--- config.mk ---
export PLATFORM = sky130hd
export DESIGN_NAME = acquire_window_ctrl
export DESIGN_NICKNAME = d
export VERILOG_FILES = /design/src/rtl/acquire_pkg.sv /design/src/rtl/rx_start_filter.sv /design/src/rtl/acquire_window_ctrl.sv
export SDC_FILE = /design/constraint.sdc
export NUM_CORES = 1
export LEC_CHECK = 0
export CAP_MARGIN = 15
export CORE_MARGIN = 2
export CORE_UTILIZATION = 56
export DETAILED_ROUTE_END_ITERATION = 7
export DONT_BUFFER_PORTS = 1
export PLACE_DENSITY = 0.76
export SLEW_MARGIN = 0
export SYNTH_ARGS = -nofsm -noshare
export SYNTH_HDL_FRONTEND = slang
export SYNTH_SLANG_ARGS = --single-unit
--- constraint.sdc ---
create_clock -name clk -period 2.3 [get_ports clk]
set_input_delay 0.46 -clock clk [delete_from_list [all_inputs] [get_ports clk]]
set_output_delay 0.46 -clock clk [all_outputs]
set_load 0.005 [all_outputs]
--- src/rtl/acquire_pkg.sv ---
// Shared state encoding and default parameter values for the acquisition
// window controller and its start-bit filter.
package acquire_pkg;

  typedef enum logic [1:0] {
    ST_IDLE      = 2'd0,
    ST_QUAL      = 2'd1,
    ST_ACQ       = 2'd2,
    ST_WAIT_HIGH = 2'd3
  } acq_state_e;

  localparam int DEF_WAVE_W     = 16;
  localparam int DEF_CNT_W      = 19;
  localparam int DEF_WINDOW_LEN = 72162;
  localparam int DEF_FILT_LEN   = 4;
  localparam int DEF_REJ_W      = 8;

endpackage

--- src/rtl/rx_start_filter.sv ---
// Synchronises the UART line into clk and flags the cycle in which the
// FILT_LEN-th consecutive low sample is seen while the controller listens.
module rx_start_filter
  import acquire_pkg::*;
#(
  parameter int FILT_LEN = DEF_FILT_LEN
) (
  input  logic clk,
  input  logic reset,
  input  logic rx_async,
  input  logic arm,
  output logic rx_s,
  output logic qual_low
);

  localparam int FCNT_W = $clog2(FILT_LEN + 1);
  localparam logic [FCNT_W-1:0] CNT_LAST = FCNT_W'(FILT_LEN - 1);
  localparam logic [FCNT_W-1:0] CNT_FULL = FCNT_W'(FILT_LEN);

  if (FILT_LEN < 1) begin : g_bad_filt_len
    $error("rx_start_filter: FILT_LEN must be at least 1");
  end

  logic              sync1_r;
  logic              sync2_r;
  logic [FCNT_W-1:0] low_cnt_r;
  logic              low_s;

  assign low_s = arm & ~sync2_r;

  // Two-flop synchroniser; resets to the idle-high line level
  always_ff @(posedge clk) begin
    if (reset) begin
      sync1_r <= 1'b1;
      sync2_r <= 1'b1;
    end else begin
      sync1_r <= rx_async;
      sync2_r <= sync1_r;
    end
  end

  // Run length of low samples; any high sample or disarm restarts it
  always_ff @(posedge clk) begin
    if (reset) begin
      low_cnt_r <= {FCNT_W{1'b0}};
    end else if (low_s && (low_cnt_r != CNT_FULL)) begin
      low_cnt_r <= low_cnt_r + FCNT_W'(1);
    end else if (low_s) begin
      low_cnt_r <= low_cnt_r;
    end else begin
      low_cnt_r <= {FCNT_W{1'b0}};
    end
  end

  assign rx_s     = sync2_r;
  assign qual_low = low_s & (low_cnt_r == CNT_LAST);

endmodule

--- src/rtl/acquire_window_ctrl.sv ---
// Opens a fixed-length acquisition window on a qualified UART start bit,
// gated by waveform-number novelty unless free-running mode is selected.
module acquire_window_ctrl
  import acquire_pkg::*;
#(
  parameter int WAVE_W     = DEF_WAVE_W,
  parameter int CNT_W      = DEF_CNT_W,
  parameter int WINDOW_LEN = DEF_WINDOW_LEN,
  parameter int FILT_LEN   = DEF_FILT_LEN,
  parameter int REJ_W      = DEF_REJ_W
) (
  input  logic              clk,
  input  logic              reset,
  input  logic              UART_RX,
  input  logic [WAVE_W-1:0] wavenum,
  input  logic              mode_free,
  input  logic              abort,
  output logic              acquire,
  output logic [CNT_W-1:0]  counter,
  output logic [WAVE_W-1:0] lastwavenum,
  output logic              done,
  output logic [REJ_W-1:0]  reject_cnt
);

  if (64'(WINDOW_LEN) > (64'd1 << CNT_W)) begin : g_cnt_w_too_small
    $error("acquire_window_ctrl: WINDOW_LEN does not fit in CNT_W bits");
  end
  if (WINDOW_LEN < 2) begin : g_window_too_short
    $error("acquire_window_ctrl: WINDOW_LEN must be at least 2");
  end

  localparam logic [CNT_W-1:0] LAST_COUNT = CNT_W'(WINDOW_LEN - 1);
  localparam logic [REJ_W-1:0] REJ_MAX    = {REJ_W{1'b1}};

  acq_state_e        state_r;
  acq_state_e        state_n;
  logic [CNT_W-1:0]  counter_r;
  logic [CNT_W-1:0]  counter_n;
  logic              acquire_r;
  logic              acquire_n;
  logic              done_r;
  logic              done_n;
  logic [WAVE_W-1:0] lastwave_r;
  logic [WAVE_W-1:0] lastwave_n;
  logic [REJ_W-1:0]  reject_r;
  logic [REJ_W-1:0]  reject_n;

  logic              rx_s;
  logic              qual_s;
  logic              arm_s;
  logic              accept_s;
  logic [REJ_W-1:0]  reject_inc_s;

  assign arm_s        = (state_r == ST_IDLE) || (state_r == ST_QUAL);
  assign accept_s     = mode_free || (wavenum != lastwave_r);
  assign reject_inc_s = (reject_r == REJ_MAX) ? reject_r : (reject_r + REJ_W'(1));

  rx_start_filter #(
    .FILT_LEN (FILT_LEN)
  ) u_rx_start_filter (
    .clk      (clk),
    .reset    (reset),
    .rx_async (UART_RX),
    .arm      (arm_s),
    .rx_s     (rx_s),
    .qual_low (qual_s)
  );

  // Next-state and next-output decode; abort outranks terminal count in ACQ
  always_comb begin
    state_n    = state_r;
    counter_n  = {CNT_W{1'b0}};
    acquire_n  = 1'b1;
    done_n     = 1'b0;
    lastwave_n = lastwave_r;
    reject_n   = reject_r;
    case (state_r)
      ST_IDLE, ST_QUAL: begin
        if (qual_s) begin
          if (accept_s) begin
            state_n   = ST_ACQ;
            acquire_n = 1'b0;
          end else begin
            state_n  = ST_WAIT_HIGH;
            reject_n = reject_inc_s;
          end
        end else if (rx_s) begin
          state_n = ST_IDLE;
        end else begin
          state_n = ST_QUAL;
        end
      end
      ST_ACQ: begin
        if (abort) begin
          state_n = ST_WAIT_HIGH;
        end else if (counter_r == LAST_COUNT) begin
          state_n    = ST_WAIT_HIGH;
          done_n     = 1'b1;
          lastwave_n = wavenum;
        end else begin
          counter_n = counter_r + CNT_W'(1);
          acquire_n = 1'b0;
        end
      end
      ST_WAIT_HIGH: begin
        // one trigger per low period: the line must go high before re-arming
        if (rx_s) begin
          state_n = ST_IDLE;
        end else begin
          state_n = ST_WAIT_HIGH;
        end
      end
      default: begin
        state_n = ST_IDLE;
      end
    endcase
  end

  // State and registered outputs
  always_ff @(posedge clk) begin
    if (reset) begin
      state_r    <= ST_IDLE;
      counter_r  <= {CNT_W{1'b0}};
      acquire_r  <= 1'b1;
      done_r     <= 1'b0;
      lastwave_r <= {WAVE_W{1'b0}};
      reject_r   <= {REJ_W{1'b0}};
    end else begin
      state_r    <= state_n;
      counter_r  <= counter_n;
      acquire_r  <= acquire_n;
      done_r     <= done_n;
      lastwave_r <= lastwave_n;
      reject_r   <= reject_n;
    end
  end

  assign acquire     = acquire_r;
  assign counter     = counter_r;
  assign lastwavenum = lastwave_r;
  assign done        = done_r;
  assign reject_cnt  = reject_r;

endmodule

* Word-level counts from Yosys, hierarchy flattened
Cells that the tools add are included.
** Cells by class
- Add/subtract/negate cells :: 3
- Bitwise gates (word level) :: 7
- Eq/ne operators :: 10
- Reductions and logical operators :: 9
- Multiplexer cells :: 14
** Operators with widths (number)
- adder 19 x 1 -> 19 bit (second input constant) :: 1
- == test 19 x 17 -> 1 bit (second input constant) :: 1
- != test 16 bit :: 1
- adder 8 x 1 -> 8 bit (second input constant) :: 1
- == test 8 bit (second input constant) :: 1
- two-way mux 2 bit :: 4
- two-way mux 1 bit :: 6
- two-way mux 3 bit :: 2
- != test 3 bit (second input constant) :: 2
- case mux 2 bit (3 select lines) :: 1
- NOT 1 bit :: 5
- == test 2 bit (second input constant) :: 2
- AND reduction 4 bit :: 1
- OR reduction 4 bit :: 1
- adder 3 x 1 -> 3 bit (second input constant) :: 1
- == test 3 x 2 -> 1 bit (second input constant) :: 1
- AND reduction 3 bit :: 1
- OR reduction 3 bit :: 1
- AND 1 bit :: 2
- == test 2 x 1 -> 1 bit (second input constant) :: 1
- logical NOT 2 bit :: 1
- logical OR 1 bit :: 2
- != test 2 bit (second input constant) :: 1
- case mux 1 bit (2 select lines) :: 1
- 2 further kinds :: 2
** Storage, ports and cells
- Word-level logic and storage cells :: 52
- Input port bits :: 21
- Register bits after elaboration :: 52
- Output and inout port bits :: 45

* Logic depth before layout (Yosys ltp)
- Word-level depth :: 6
- Depth in mapped cells :: 10
- Mapped depth without buffers :: 8

* Modules after synthesis
A second synthesis with hierarchy kept.
** Second synthesis, totals
- Cell total of the unflattened synthesis :: 269
- Area, all modules :: 2433.6 um^2
** By module, submodules not included
- acquire_window_ctrl :: instances 1, area each 2207.1 um^2, cells each 246, seq. area each 940.9 um^2
- rx_start_filter :: instances 1, area each 226.5 um^2, cells each 23, seq. area each 100.1 um^2

* Worst setup path before layout
Ideal clock, no wire load.
- Path kind :: input to register
- Start point :: input port wavenum[0]
- End point :: register reject_r[6] (netlist: reject_cnt[6])
- Path slack :: 125 ps
- Library setup time :: 121 ps
- Data required time :: 2179 ps
- Buffers on the path :: 0
- Arrival time :: 2054 ps
- Stages on the path :: 6
- Path through :: xor2_1 > nor4_2 > nand4_1 > or4_4 > nor3_1 > mux2_2
** On the way
- Longest elaborated chain between the ends :: 4
** RTL lines
- start: declaration :: RTL line acquire_window_ctrl.sv:15 : input logic [WAVE_W-1:0] wavenum,
- != test 16 bit :: RTL line acquire_window_ctrl.sv:55 : assign accept_s = mode_free || (wavenum != lastwave_r);
- logical OR 1 bit :: RTL line acquire_window_ctrl.sv:55
- NOT 1 bit (no line)
- AND reduction 4 bit (no line)
- end signal: assignment :: RTL line acquire_window_ctrl.sv:127 : reject_r <= {REJ_W{1'b0}};
- end signal: assignment :: RTL line acquire_window_ctrl.sv:134 : reject_r <= reject_n;
- end: declaration :: RTL line acquire_window_ctrl.sv:45 : logic [REJ_W-1:0] reject_r;
Every way passes these cells.
A chain may end at the register's enable or synchronous reset.

* Worst setup path in the final report
- Start point :: register lastwave_r[1] (netlist: lastwavenum[1])
- End point :: register reject_r[6] (netlist: reject_cnt[6])
** On the way
- Longest elaborated chain between the ends :: 4
** RTL lines
- start: declaration :: RTL line acquire_window_ctrl.sv:43 : logic [WAVE_W-1:0] lastwave_r;
- start signal: assignment :: RTL line acquire_window_ctrl.sv:126 : lastwave_r <= {WAVE_W{1'b0}};
- start signal: assignment :: RTL line acquire_window_ctrl.sv:133 : lastwave_r <= lastwave_n;
- != test 16 bit :: RTL line acquire_window_ctrl.sv:55
- logical OR 1 bit :: RTL line acquire_window_ctrl.sv:55
- NOT 1 bit (no line)
- AND reduction 4 bit (no line)
Every way passes these cells.

==> impl_metrics.tcl <==
set metrics [dict create \
    outcome "completed" \
    io_pins 66 \
    clk_latency_ns 0.30 \
    maxClockFrequency_mhz 463 \
    post-layout-total-power_mw 1.55 \
    synth_fa_ha_area_share_pct 3.18 \
    place.detailed.hpwl_um 3450 \
    syn_area_per_cell_um2 8.48 \
    root_buffer "sky130_fd_sc_hd__clkbuf_8" \
    fin_skew_ns 0.00561 \
    synth_cells 278 \
    power.leakage_nw 0.907 \
    postSynth.asyncResetShare_pct 0 \
    synth-main-ff-cell "sky130_fd_sc_hd__dfxtp_1" \
    chipHeight_um 68.9 \
    initial_core_util_pct 58.5 \
    timing.final.ws_setup_ns 0.141 \
    ys_seq_elements 52 \
    ant_nets 0 \
    synth_warn 0 \
    cts.sink_count 52 \
    drv_cap 0 \
    multiplexer_share_of_the_synthesized_area_pct 1.86 \
    met1_length_um 2180 \
    hold_violations 0 \
    timing.slew.headroom_pct 74.8 \
    cts_tree "yes" \
    worst_case_hold_slack_ns 0.214 \
    worstHoldStart "reset" \
    final_layout_size_suffix_gt1_share_pct 11.9 \
    cts_hold_buf 0 \
    die_area_mm2 0.00475 \
    yosysUniqueCellTypes 39 \
    finalWorstPathRequiredPeriod_ns 2.16 \
    synth.net_count 305 \
    synth_simple_gate_area_share_pct 29.1 \
    total_inserted_antenna_cells 0 \
    drt_wl_total_um 4830 \
    portBuffers 0 \
    grt_max_degree 37 \
    final_core_util_pct 64.6 \
    drt-initial-drc-count 101 \
    synthXorXnorAreaFrac_pct 12.6 \
    timing.rr.start "lastwavenum[1]" \
    maximum_clock_path_buffer_count 2 \
    core_region_area_mm2 0.00403 \
    worst_ir_drop_vdd_v 0.000384 \
    critical_path_arrival_ns 2.36 \
    synth_edf_count 0 \
    total_of_endpoints_with_negative_setup_slack_in_the_final_report 0 \
    final_common_cell "sky130_fd_sc_hd__dfxtp_1" \
    nFillCells 355 \
    post-route-period-util_pct 93.9 \
    power.density_mw_per_mm2 594 \
    complex_gate_fraction_of_the_synthesized_area_pct 6.42 \
    worst_setup_path_startpoint "lastwavenum[1]" \
    antenna_found_initial 0 \
    place.gp.congestion 0.780 \
    fp.dieW_um 68.9 \
    cts-buffers-inserted 5 \
    fraction_of_the_yosys_area_taken_by_sequential_cells_pct 44.1 \
    first_global_vias 1683 \
    global_route_usage_over_all_layers_pct 21.3 \
    main_combinational_cell_family_by_area_after_synthesis "simple AND/OR/NAND/NOR gates" \
    grt.overflow.total 0 \
    remaining_drc_errors 0 \
    mostFrequentLayoutCells "sky130_fd_sc_hd__dfxtp_1 (51), sky130_fd_sc_hd__nand2_1 (47), sky130_fd_sc_hd__nor2_1 (37)" \
    row_count 23 \
    dr_wl_met2_um 2250 \
    vias 1808 \
    crit_required_ns 2.50 \
    final_nets 312 \
    routed_via_density 5.38 \
    setup.worst_path.end_class "register" \
    max_slew.worst_pin.slew_ns 0.378 \
    cts_max_level 2 \
    crit_fanout 5 \
    maxSlewViolCount 0 \
    syn-cell-area_mm2 0.00236 \
    critical_path.startpoint_type "register" \
    maxUsedRoutingLayer "met4" \
    area_delta_synth_final_pct 10.4 \
    crit_type "reg -> reg" \
    cts.reportedPaths.clkPinSlew_ns 0.09 \
    drt_pre_antenna_iters 4 \
    timing.hold.worst.class "in -> reg" \
    wl_per_cell_um 14.4 \
    met3_wirelength_um 333 \
    wire_length_of_the_first_global_routing_pass_um 7570 \
    post-place-ws_ns -0.0128 \
]
## power by group
| part | leakage, nW | internal [mW] | switching, mW |
|---|---|---|---|
| combinational | 0.432 | 0.0142 | 0.0100 |
| sequential | 0.420 | 0.901 | 0.00171 |
| clock | 0.0541 | 0.322 | 0.298 |
| total | 0.907 | 1.24 | 0.310 |
## layer usage
metal	track usage, %	vias to the layer above
met5	0	-
met4	6.62	0
met3	7.47	5
met2	34.4	43
met1	26.6	819
li1	-	941
## worst max-delay path, cell delays in order (launching register included)
cell	delay, ns
sky130_fd_sc_hd__dfxtp_4	0.37
sky130_fd_sc_hd__xor2_2	0.15
sky130_fd_sc_hd__nor4_2	0.30
sky130_fd_sc_hd__nand4_1	0.17
sky130_fd_sc_hd__or4_4	0.57
sky130_fd_sc_hd__nor3_2	0.14
sky130_fd_sc_hd__mux2_2	0.35
## cells by family after synthesis
kind of cell | Yosys count
AND/OR/NAND/NOR | 139
flip-flops | 52
XOR/XNOR | 34
AO/OA/AOI/OAI | 28
buffers and inverters | 15
adder cells (fa/ha/maj) | 6
multiplexers | 4
## stage by stage
step                instances  cell area (um^2)  TNS [ns]
floorplan                 278              2360         0
global placement          327              2440         0
detailed placement        327              2440   -0.0128
CTS                       335              2550         0
global route              336              2600   -0.0163
finish                    336              2600         0
## registers in the layout, summed over array words and instances (netlist names)
signal / count
u_rx_start_filter.rx_s: 1
done: 1
acquire: 1
counter: 19
u_rx_start_filter.sync1_r: 1
u_rx_start_filter.low_cnt_r: 3
reject_cnt: 8
state_r: 2
lastwavenum: 16
## cells in the mapped netlist, types with 2 or more instances
library cell	number	area (um^2)
sky130_fd_sc_hd__dfxtp_1	52	1040
sky130_fd_sc_hd__buf_2	3	15.0
sky130_fd_sc_hd__nor3_1	5	25.0
sky130_fd_sc_hd__clkbuf_1	5	18.8
sky130_fd_sc_hd__and3_1	5	31.3
sky130_fd_sc_hd__or2_2	3	18.8
sky130_fd_sc_hd__xnor2_1	14	123
sky130_fd_sc_hd__ha_1	6	75.1
sky130_fd_sc_hd__nand2b_1	5	31.3
sky130_fd_sc_hd__nand4_1	7	43.8
sky130_fd_sc_hd__a21oi_1	22	110
sky130_fd_sc_hd__nand3_1	9	45.0
sky130_fd_sc_hd__inv_1	6	22.5
sky130_fd_sc_hd__mux2_1	2	22.5
sky130_fd_sc_hd__nor2b_1	3	18.8
sky130_fd_sc_hd__nor4b_1	2	17.5
sky130_fd_sc_hd__or3_1	2	12.5
sky130_fd_sc_hd__xor2_1	20	175
sky130_fd_sc_hd__or4_1	2	15.0
sky130_fd_sc_hd__nand2_1	47	176
sky130_fd_sc_hd__nor4_2	2	25.0
sky130_fd_sc_hd__nor2_1	37	139
sky130_fd_sc_hd__o21ai_0	3	15.0
## final cells by class
class                           count  area [um^2]  area share, %
Timing Repair Buffer                9         67.6           2.59
Multi-Input combinational cell    211         1290           49.7
Tap cell                           50         62.6           2.40
Clock inverter                      3         42.5           1.63
Sequential cell                    52         1040           40.1
Clock buffer                        5         68.8           2.64
Inverter                            6         22.5          0.865
## repair_timing
action                                  4_1_cts  5_1_grt
endpoints found under the setup margin        0       24
gates resized for setup                       0        9
buffers inserted                              0        1
## worst paths after layout
path / to / cells after the start / slack (ns)
worst max register to register: reject_cnt[6] / 6 / 0.14
worst max-delay path: reject_cnt[6] / 6 / 0.14
worst min-delay path: state_r[1] / 1 / 0.21
worst min register to register: u_rx_start_filter.rx_s / 1 / 0.43
Note: power is estimated with default switching activity, not from simulation.
